**src/rtl/hood_pkg.sv**
```systemverilog
// Shared types and constants for the range-hood mode controller.
package hood_pkg;

  typedef enum logic [2:0] {
    StOff,
    StStandby,
    StMode1,
    StMode2,
    StHurricane,
    StExitDelay
  } state_e;

  // mode_state codes seen by the downstream timing/display logic
  localparam logic [2:0] MS_STANDBY = 3'd0;
  localparam logic [2:0] MS_L1      = 3'd1;
  localparam logic [2:0] MS_L2      = 3'd2;
  localparam logic [2:0] MS_L3      = 3'd3;

  // Button indices, also the pulse priority order (lowest index wins)
  localparam int unsigned NUM_BTN   = 5;
  localparam int unsigned BTN_POWER = 0;
  localparam int unsigned BTN_MENU  = 1;
  localparam int unsigned BTN_MODE1 = 2;
  localparam int unsigned BTN_MODE2 = 3;
  localparam int unsigned BTN_MODE3 = 4;

  localparam int unsigned CD_W           = 6;
  localparam int unsigned MENU_TIMEOUT_S = 10;

  // EXIT_DELAY still runs the fan at level 2, so it reports MS_L2
  function automatic logic [2:0] mode_code(input state_e st);
    logic [2:0] code;
    code = MS_STANDBY;
    case (st)
      StMode1:     code = MS_L1;
      StMode2:     code = MS_L2;
      StHurricane: code = MS_L3;
      StExitDelay: code = MS_L2;
      default:     code = MS_STANDBY;
    endcase
    return code;
  endfunction

endpackage

```
**src/rtl/btn_debounce.sv**
```systemverilog
// Button conditioner: 2-FF synchronizer, stable-sample counter and a one-cycle
// pulse on each accepted 0->1 transition of the debounced level.
module btn_debounce #(
  parameter int unsigned DEBOUNCE_CYC = 2000000
) (
  input  logic clk,
  input  logic rst,
  input  logic btn_i,
  output logic pulse_o
);

  localparam int unsigned CntW = (DEBOUNCE_CYC > 1) ? $clog2(DEBOUNCE_CYC) : 1;
  localparam logic [CntW-1:0] CntLast = CntW'(DEBOUNCE_CYC - 1);

  logic            sync1_q, sync2_q;
  logic            level_q, level_d;
  logic [CntW-1:0] cnt_q, cnt_d;
  logic            accept;

  // Synchronize the asynchronous raw input
  always_ff @(posedge clk or posedge rst) begin
    if (rst) begin
      sync1_q <= 1'b0;
      sync2_q <= 1'b0;
    end else begin
      sync1_q <= btn_i;
      sync2_q <= sync1_q;
    end
  end

  // Count consecutive samples that disagree with the accepted level
  always_comb begin
    accept  = (sync2_q != level_q) && (cnt_q == CntLast);
    level_d = accept ? sync2_q : level_q;
    if ((sync2_q == level_q) || accept) begin
      cnt_d = '0;
    end else begin
      cnt_d = cnt_q + CntW'(1);
    end
  end

  // Debounced level and stability counter
  always_ff @(posedge clk or posedge rst) begin
    if (rst) begin
      level_q <= 1'b0;
      cnt_q   <= '0;
    end else begin
      level_q <= level_d;
      cnt_q   <= cnt_d;
    end
  end

  // High for exactly the cycle in which a rising level is accepted
  assign pulse_o = accept & sync2_q;

endmodule

```
**src/rtl/hood_mode_ctrl.sv**
```systemverilog
// Range-hood power/menu/wind-level controller with 1 Hz tick and hurricane
// countdown. Optional macro HOOD_MENU_TIMEOUT_EN: an armed standby menu
// disarms after MENU_TIMEOUT_S idle seconds.
module hood_mode_ctrl
  import hood_pkg::*;
#(
  parameter int unsigned CLK_HZ       = 100000000,
  parameter int unsigned DEBOUNCE_CYC = 2000000,
  parameter int unsigned HURRICANE_S  = 60,
  parameter int unsigned EXIT_DELAY_S = 60
) (
  input  logic            clk,
  input  logic            rst,
  input  logic            power_btn,
  input  logic            menu_btn,
  input  logic            mode1_btn,
  input  logic            mode2_btn,
  input  logic            mode3_btn,
  output logic            power_on,
  output logic            menu_armed,
  output logic [2:0]      mode_state,
  output logic [CD_W-1:0] countdown,
  output logic            hurricane_used,
  output logic            sec_tick
);

  if ((HURRICANE_S > 63) || (EXIT_DELAY_S > 63)) begin : g_cd_range_check
    $error("HURRICANE_S and EXIT_DELAY_S must fit in the 6-bit countdown");
  end

  localparam int unsigned TickW = (CLK_HZ > 1) ? $clog2(CLK_HZ) : 1;
  localparam logic [TickW-1:0] TickLast = TickW'(CLK_HZ - 1);
  localparam logic [CD_W-1:0]  HurrInit = CD_W'(HURRICANE_S);
  localparam logic [CD_W-1:0]  ExitInit = CD_W'(EXIT_DELAY_S);

  logic [NUM_BTN-1:0] raw, pulse, act;
  logic [TickW-1:0]   tick_q, tick_d;
  logic               tick_clr;
  logic               menu_timeout;
  state_e             state_q, state_d;
  logic [CD_W-1:0]    cd_q, cd_d;
  logic               armed_q, armed_d;
  logic               hu_q, hu_d;

  assign raw = {mode3_btn, mode2_btn, mode1_btn, menu_btn, power_btn};

  for (genvar i = 0; i < NUM_BTN; i++) begin : g_btn
    btn_debounce #(
      .DEBOUNCE_CYC(DEBOUNCE_CYC)
    ) u_btn_debounce (
      .clk    (clk),
      .rst    (rst),
      .btn_i  (raw[i]),
      .pulse_o(pulse[i])
    );
  end

  // Keep only the highest-priority pulse of the cycle
  always_comb begin
    act = '0;
    if (pulse[BTN_POWER])      act[BTN_POWER] = 1'b1;
    else if (pulse[BTN_MENU])  act[BTN_MENU]  = 1'b1;
    else if (pulse[BTN_MODE1]) act[BTN_MODE1] = 1'b1;
    else if (pulse[BTN_MODE2]) act[BTN_MODE2] = 1'b1;
    else if (pulse[BTN_MODE3]) act[BTN_MODE3] = 1'b1;
  end

  // Free-running seconds divider, restarted on countdown entry
  always_comb begin
    sec_tick = (tick_q == TickLast);
    tick_d   = (tick_clr || sec_tick) ? '0 : tick_q + TickW'(1);
  end

`ifdef HOOD_MENU_TIMEOUT_EN
  localparam logic [3:0] ToLast = 4'(MENU_TIMEOUT_S - 1);
  logic [3:0] to_cnt_q, to_cnt_d;

  // Idle-second counter for an armed menu; any raw pulse restarts it
  always_comb begin
    to_cnt_d     = '0;
    menu_timeout = 1'b0;
    if ((state_q == StStandby) && armed_q && !(|pulse)) begin
      to_cnt_d = to_cnt_q;
      if (sec_tick) begin
        if (to_cnt_q == ToLast) begin
          menu_timeout = 1'b1;
          to_cnt_d     = '0;
        end else begin
          to_cnt_d = to_cnt_q + 4'd1;
        end
      end
    end
  end

  // Menu timeout counter register
  always_ff @(posedge clk or posedge rst) begin
    if (rst) to_cnt_q <= '0;
    else     to_cnt_q <= to_cnt_d;
  end
`else
  assign menu_timeout = 1'b0;
`endif

  // State and datapath registers
  always_ff @(posedge clk or posedge rst) begin
    if (rst) begin
      state_q <= StOff;
      cd_q    <= '0;
      armed_q <= 1'b0;
      hu_q    <= 1'b0;
      tick_q  <= '0;
    end else begin
      state_q <= state_d;
      cd_q    <= cd_d;
      armed_q <= armed_d;
      hu_q    <= hu_d;
      tick_q  <= tick_d;
    end
  end

  // Next-state logic
  always_comb begin
    state_d  = state_q;
    cd_d     = cd_q;
    armed_d  = armed_q;
    hu_d     = hu_q;
    tick_clr = 1'b0;
    if ((state_q != StOff) && act[BTN_POWER]) begin
      // hurricane_used is kept until the next power-on
      state_d = StOff;
      cd_d    = '0;
      armed_d = 1'b0;
    end else begin
      unique case (state_q)
        StOff: begin
          if (act[BTN_POWER]) begin
            state_d = StStandby;
            hu_d    = 1'b0;
          end
        end
        StStandby: begin
          if (act[BTN_MENU]) begin
            armed_d = ~armed_q;
          end else if (armed_q && act[BTN_MODE1]) begin
            state_d = StMode1;
            armed_d = 1'b0;
          end else if (armed_q && act[BTN_MODE2]) begin
            state_d = StMode2;
            armed_d = 1'b0;
          end else if (armed_q && act[BTN_MODE3] && !hu_q) begin
            state_d  = StHurricane;
            armed_d  = 1'b0;
            cd_d     = HurrInit;
            hu_d     = 1'b1;
            tick_clr = 1'b1;
          end else if (menu_timeout) begin
            armed_d = 1'b0;
          end
        end
        StMode1, StMode2: begin
          if (act[BTN_MENU]) begin
            state_d = StStandby;
            armed_d = 1'b0;
          end else if (act[BTN_MODE1]) begin
            state_d = StMode1;
          end else if (act[BTN_MODE2]) begin
            state_d = StMode2;
          end else if (act[BTN_MODE3] && !hu_q) begin
            state_d  = StHurricane;
            cd_d     = HurrInit;
            hu_d     = 1'b1;
            tick_clr = 1'b1;
          end
        end
        StHurricane: begin
          if (act[BTN_MENU]) begin
            state_d  = StExitDelay;
            cd_d     = ExitInit;
            tick_clr = 1'b1;
          end else if (sec_tick) begin
            if (cd_q > CD_W'(1)) begin
              cd_d = cd_q - CD_W'(1);
            end else begin
              cd_d    = '0;
              state_d = StMode2;
            end
          end
        end
        StExitDelay: begin
          if (sec_tick) begin
            if (cd_q > CD_W'(1)) begin
              cd_d = cd_q - CD_W'(1);
            end else begin
              cd_d    = '0;
              state_d = StStandby;
            end
          end
        end
        default: begin
          state_d = StOff;
          cd_d    = '0;
          armed_d = 1'b0;
        end
      endcase
    end
  end

  // Outputs decoded from the registered state
  always_comb begin
    power_on       = (state_q != StOff);
    mode_state     = mode_code(state_q);
    menu_armed     = armed_q;
    countdown      = cd_q;
    hurricane_used = hu_q;
  end

endmodule

```
**config.mk**
```make
export PLATFORM = sky130hd
export DESIGN_NAME = hood_mode_ctrl
export DESIGN_NICKNAME = d
export VERILOG_FILES = /design/src/rtl/hood_pkg.sv /design/src/rtl/btn_debounce.sv /design/src/rtl/hood_mode_ctrl.sv
export SDC_FILE = /design/constraint.sdc
export NUM_CORES = 1
export LEC_CHECK = 0
export BUFFER_PORTS_ARGS = -buffer_cell sky130_fd_sc_hd__buf_2
export CORE_MARGIN = 5
export CORE_UTILIZATION = 62
export CTS_BUF_LIST = sky130_fd_sc_hd__clkbuf_4 sky130_fd_sc_hd__clkbuf_8
export DETAILED_ROUTE_END_ITERATION = 7
export PLACE_DENSITY_LB_ADDON = 0.3
export RECOVER_POWER = 25
export SKIP_CTS_REPAIR_TIMING = 1
export SLEW_MARGIN = 20
export SYNTH_ARGS = -nofsm -noshare
export SYNTH_HDL_FRONTEND = slang
export SYNTH_SLANG_ARGS = --single-unit
```
**constraint.sdc**
```tcl
create_clock -name clk -period 7.2 [get_ports clk]
set_clock_uncertainty 0.05 [all_clocks]
set_input_delay 1.08 -clock clk [delete_from_list [all_inputs] [get_ports clk]]
set_output_delay 1.08 -clock clk [all_outputs]
set_load 0.03 [all_outputs]
```
### Word-level counts from Yosys, hierarchy flattened

Index checks and enable logic that the tools add are counted.

| word-level totals | value |
|---|---|
| bits in registers | 158 |
| input port bits | 7 |
| output and inout port bits | 13 |

| operators by class | value |
|---|---|
| magnitude comparators | 1 |
| reduce and logical (&&, ||, !) cells | 28 |
| mux-type cells | 73 |
| $add $sub $neg | 7 |
| equality and inequality tests | 49 |
| bitwise operators | 7 |

Operator list:

| operator | count |
|---|---|
| $add A21 B1 Y21 const B | 5 |
| $eq A21 B21 Y1 const B | 5 |
| $mux W21 | 5 |
| $mux W6 | 12 |
| $mux W3 | 16 |
| $ne A3 B3 Y1 const B | 12 |
| $mux W1 | 31 |
| $pmux W6 S5 | 1 |
| $add A27 B1 Y27 const B | 1 |
| $eq A27 B27 Y1 const B | 1 |
| $mux W27 | 1 |
| $ne A2 B2 Y1 const B | 10 |
| $pmux W3 S5 | 1 |
| $ne A6 B6 Y1 const B | 2 |
| $logic_and A1 B1 Y1 | 11 |
| $reduce_and A11 Y1 | 1 |
| $pmux W1 S3 | 3 |
| $reduce_and A9 Y1 | 1 |
| $ne A4 B4 Y1 const B | 2 |
| $reduce_and A8 Y1 | 1 |
| $eq A3 B2 Y1 const B | 2 |
| $eq A3 B3 Y1 const B | 2 |
| $gt A6 B1 Y1 const B | 1 |
| $logic_or A1 B1 Y1 | 6 |
| 17 further kinds | 32 |

### Depth between registers and ports, before layout

| logic depth | value |
|---|---|
| depth after elaboration | 18 |
| gate-level depth with buffers | 11 |
| mapped depth without buffers | 9 |

### Hierarchy

From an unflattened synthesis, not the netlist that was laid out.

| unflattened totals | value |
|---|---|
| cell total of the unflattened synthesis | 860 |
| area total of the unflattened synthesis | 8533.2 sq um |

Modules (own cells, without submodules):

| module | instances | area an instance (sq um) | cells an instance |
|---|---|---|---|
| btn_debounce | 5 | 1211.2 | 118 |
| hood_mode_ctrl | 1 | 2477.4 | 270 |

### Worst setup path after synthesis

No wires, ideal clock.

| timing | value |
|---|---|
| kind | flip-flop to output port |
| start point | register tick_q[0] |
| end point | output sec_tick |
| stages on the path, launching flop included | 6 |
| path slack | 4.451 ns |
| path buffers | 0 |
| arrival time | 1.619 ns |
| data required time | 6.070 ns |
| path through | dfrtp_1 > ha_1 > nand3_1 > nor3_2 > nand3_1 > inv_1 |

| between the ends | value |
|---|---|
| longest elaborated chain between the ends | 1 |

Ends and longest elaborated chain:

| item | line | RTL |
|---|---|---|
| start: declaration | hood_mode_ctrl.sv:37 | `logic [TickW-1:0] tick_q, tick_d;` |
| start signal: assignment | hood_mode_ctrl.sv:117 | `tick_q <= tick_d;` |
| $eq A27 B27 Y1 | hood_mode_ctrl.sv:70 | `sec_tick = (tick_q == TickLast);` |
| end: declaration | hood_mode_ctrl.sv:24 | `output logic sec_tick` |

No other way between the ends.

==> results.md <==
- Clock Path Buffers: 2
- Switching Fraction: 21.2%
- CP max-delay cell: clkinvlp_2
- FP Rows: 40
- Reg clk slew, reported paths: around 80 ps
- Max VDD drop: 0.129 mV
- P_int: 1.29 mW
- R2R setup slack: 4170 ps
- Top post-synthesis cells by area: dfrtp_1 (51%), xor2_1 (8.8%), nor2_1 (8.1%)
- Power per Cell Area: approximately 190 nW/µm²
- Post-route setup TNS: 0 ps
- Type of origin of the critical path: input pin
- Die X: approximately 120 µm
- Initial antenna violation count: 0
- Unrepaired setup endpoints after global routing: false
- Drc violations: 0
- Most common library cells after synthesis: nor2_1 (168), dfrtp_1 (158), xor2_1 (78), nand2_1 (69), nand3_1 (57)
- Kind of critical path: in -> async
- Skew-Pair Late Insertion Delay: 460 ps
- Gate Count Post-Synth: ~810
- DR pass1 iterations: 5
- Worst path required time: 7660 ps
- Hold Violations, Final: 0
- Slew headroom: -176%
- Final Wtd Congestion: 0.851
- Core area: around 12000 µm²
- TritonCTS clock tree: yes
- Area Overhead vs Synth: 8.18%
- Buf/Inv on CP: 3
- Worst-path fanout max: 99
- DP HPWL: 10300 µm
- Asr flop ratio synth: 100%
- Total Routing Usage GR: 22.1%
- Top delay family on crit path: buffers and inverters
- Largest net degree at the start of global routing: 100
- Layout Nets: 841
- Count leader, synth: nor2_1
- Final Util: 69.1%
- Synth cell types: 57
- Total power: approximately 1.6 mW
- DR WL/cell: roughly 15 µm
- Outcome: finished with violations
- Layout cell share with drive strength beyond 1: 7.77%
- Routed Wire Length: 14900 µm
- Main synth FF type: dfrtp_1
- Synthesized area per cell: a little under 10 µm²
- Critical path's largest stage delay: 2320 ps
- Post-route ant nets: 0
- Worst hold slack: 305 ps
- Min-Delay Path Class: reg -> reg
- Sequential share of power: a little under three fifths
- Arr. time, crit path: around 4500 ps
- Slew at the pin closest to its max-slew limit: 4120 ps
- CTS root buffer: clkbuf_8
- Final slew viol count: 100
- Cts bufs inserted: 17
- Max Freq: around 0.25 GHz
- Crit-path cells: buf_2 > clkinvlp_2 > buf_4
- Nature of the critical path endpoint: async pin
- H-tree levels: 4
- Seq/Total Area, Yosys: between 50% and 60%
- Yosys warnings: 0
- Logic gate share of total power: 2.6%
- Switching pwr: approximately 0.35 mW
- Synth top area share: 50.9%
- Portion of netlist area occupied by mux cells: 0.853%
- Ant diodes: 0
- Leakage: roughly 3.8 nW
- Grt total ovfl: 0
- IO Port Bufs: 18
- Post-synth EDFFs: 0
- Vias per Instance: 5.67
- Area of the die: 14900 µm²
- Simple-Gate Fraction of Synth Area: 26.9%
- Max-Cap Viols: 1
- Post-Synth Adder-Cell Area: 1.29%
- Final setup vio count: 0
- Vias in the first global route: ~5.8k
- Period utilisation layout: 55.5%
- Post-synth top area cell: dfrtp_1
- Clock share of power: 42.0%
- Mapped Nets: 822
- Post-synthesis xor/xnor area fraction: 13.9%
- Starting density of the core: 63.9%
- Die H: ~120 µm
- Global-route wire length before repair: 26200 µm
- Via Count: 5695
- Largest family of logic cells by synthesized area: simple AND/OR/NAND/NOR gates
- Fin crit period: 4000 ps
- Synth Area in Compound Gates: roughly 4.3%
- Post-Syn Area: 7770 µm²
- Yosys reg bits: 158
- Clock Sinks: 158
- Initial DRC Count: approximately 530
- I/O pins: 20
- Failing checks: capacitance limit, slew limit
==> power groups by stage <==
stage	registers [mW]	clock network [mW]	logic [mW]
after floorplan	0.920	0	0.0338
after global placement	0.922	0	0.0426
after detailed placement	0.923	0	0.0445
after CTS	0.905	0.702	0.0448
after global routing	0.907	0.743	0.0507
final	0.905	0.687	0.0428
==> kinds of logic (layout without fill, tap and decap cells) <==
kind of cell / Yosys count / count (layout)
other cells: 1 / 1
compound gates: 50 / 50
simple gates: 428 / 428
mux: 6 / 6
buf+inv: 33 / 63
xor+xnor: 123 / 123
fa+ha+maj: 8 / 8
flops: 158 / 158
==> final timing paths <==
| kind | endpoint | startpoint | cells past startpoint |
|---|---|---|---|
| worst max-delay path | countdown[1]$_DFFE_PP0P_ | rst | 3 |
| worst max register to register | tick_q[8]$_DFF_PP0_ | g_btn[4].u_btn_debounce.cnt_q[18]$_DFF_PP0_ | 6 |
| min in group asynchronous | g_btn[1].u_btn_debounce.level_q$_DFFE_PP0N_ | rst | 2 |
| worst min-delay path | g_btn[4].u_btn_debounce.sync2_q$_DFF_PP0_ | g_btn[4].u_btn_debounce.sync1_q$_DFF_PP0_ | 0 |
| worst min register to register | g_btn[4].u_btn_debounce.sync2_q$_DFF_PP0_ | g_btn[4].u_btn_debounce.sync1_q$_DFF_PP0_ | 0 |
| max in group clk | sec_tick | tick_q[0]$_DFF_PP0_ | 6 |
==> placed cells by master, fill, tap and decap left out, types with 3 or more instances in the layout <==
cell | synthesis | routed
nor2_1 | 168 | 168
dfrtp_1 | 158 | 158
xor2_1 | 78 | 78
nand2_1 | 69 | 69
nand3_1 | 57 | 57
xnor2_1 | 45 | 45
and3_1 | 31 | 31
clkbuf_8 | 0 | 21
nand4_1 | 19 | 19
buf_2 | 1 | 18
nor3_1 | 15 | 15
inv_1 | 14 | 13
a21oi_1 | 13 | 13
nand2b_1 | 12 | 12
nor4_1 | 10 | 10
o21ai_0 | 10 | 10
and4_1 | 8 | 8
ha_1 | 8 | 8
nor2b_1 | 6 | 6
or3_1 | 5 | 5
and2_1 | 5 | 5
a22o_1 | 5 | 5
mux2_2 | 5 | 5
or4b_1 | 4 | 4
clkinv_2 | 0 | 4
or2_2 | 3 | 3
o22ai_1 | 3 | 3
bufinv_16 | 0 | 3
==> through the flow <==
step	setup slack [ps]	std cells	instance area (µm²)
6_report	3200	1005	8410
3_5_place_dp	4150	975	8000
3_3_place_gp	4210	975	8000
2_1_floorplan	1810	807	7770
4_1_cts	3640	1005	8410
5_1_grt	2400	1005	8410
==> flip-flops by register name, indices dropped and copies added (netlist names) <==
name	flops
tick_q	27
menu_armed	1
countdown	6
g_btn.u_btn_debounce.sync2_q	5
g_btn.u_btn_debounce.cnt_q	105
state_q	3
g_btn.u_btn_debounce.level_q	5
hurricane_used	1
g_btn.u_btn_debounce.sync1_q	5
==> per-layer routing <==
metal / GRT usage, % / vias to the layer above / wire (µm)
met5: 0 / - / 0
met4: 10.9 / 0 / 301
met3: 4.32 / 32 / 531
met2: 36.1 / 115 / 7510
met1: 28.2 / 2774 / 6580
li1: - / 2774 / -
==> cell type report <==
type / count / area (µm²)
multi-input cells: 616 / 3680
well taps: 168 / 210
flip-flops and latches: 158 / 3950
fillers: 929 / 3760
repair buffers: 19 / 97.6
inverters: 14 / 53.8
clock inverters: 7 / 110
clock buffers: 23 / 304
(Power assumes the default switching activity.)
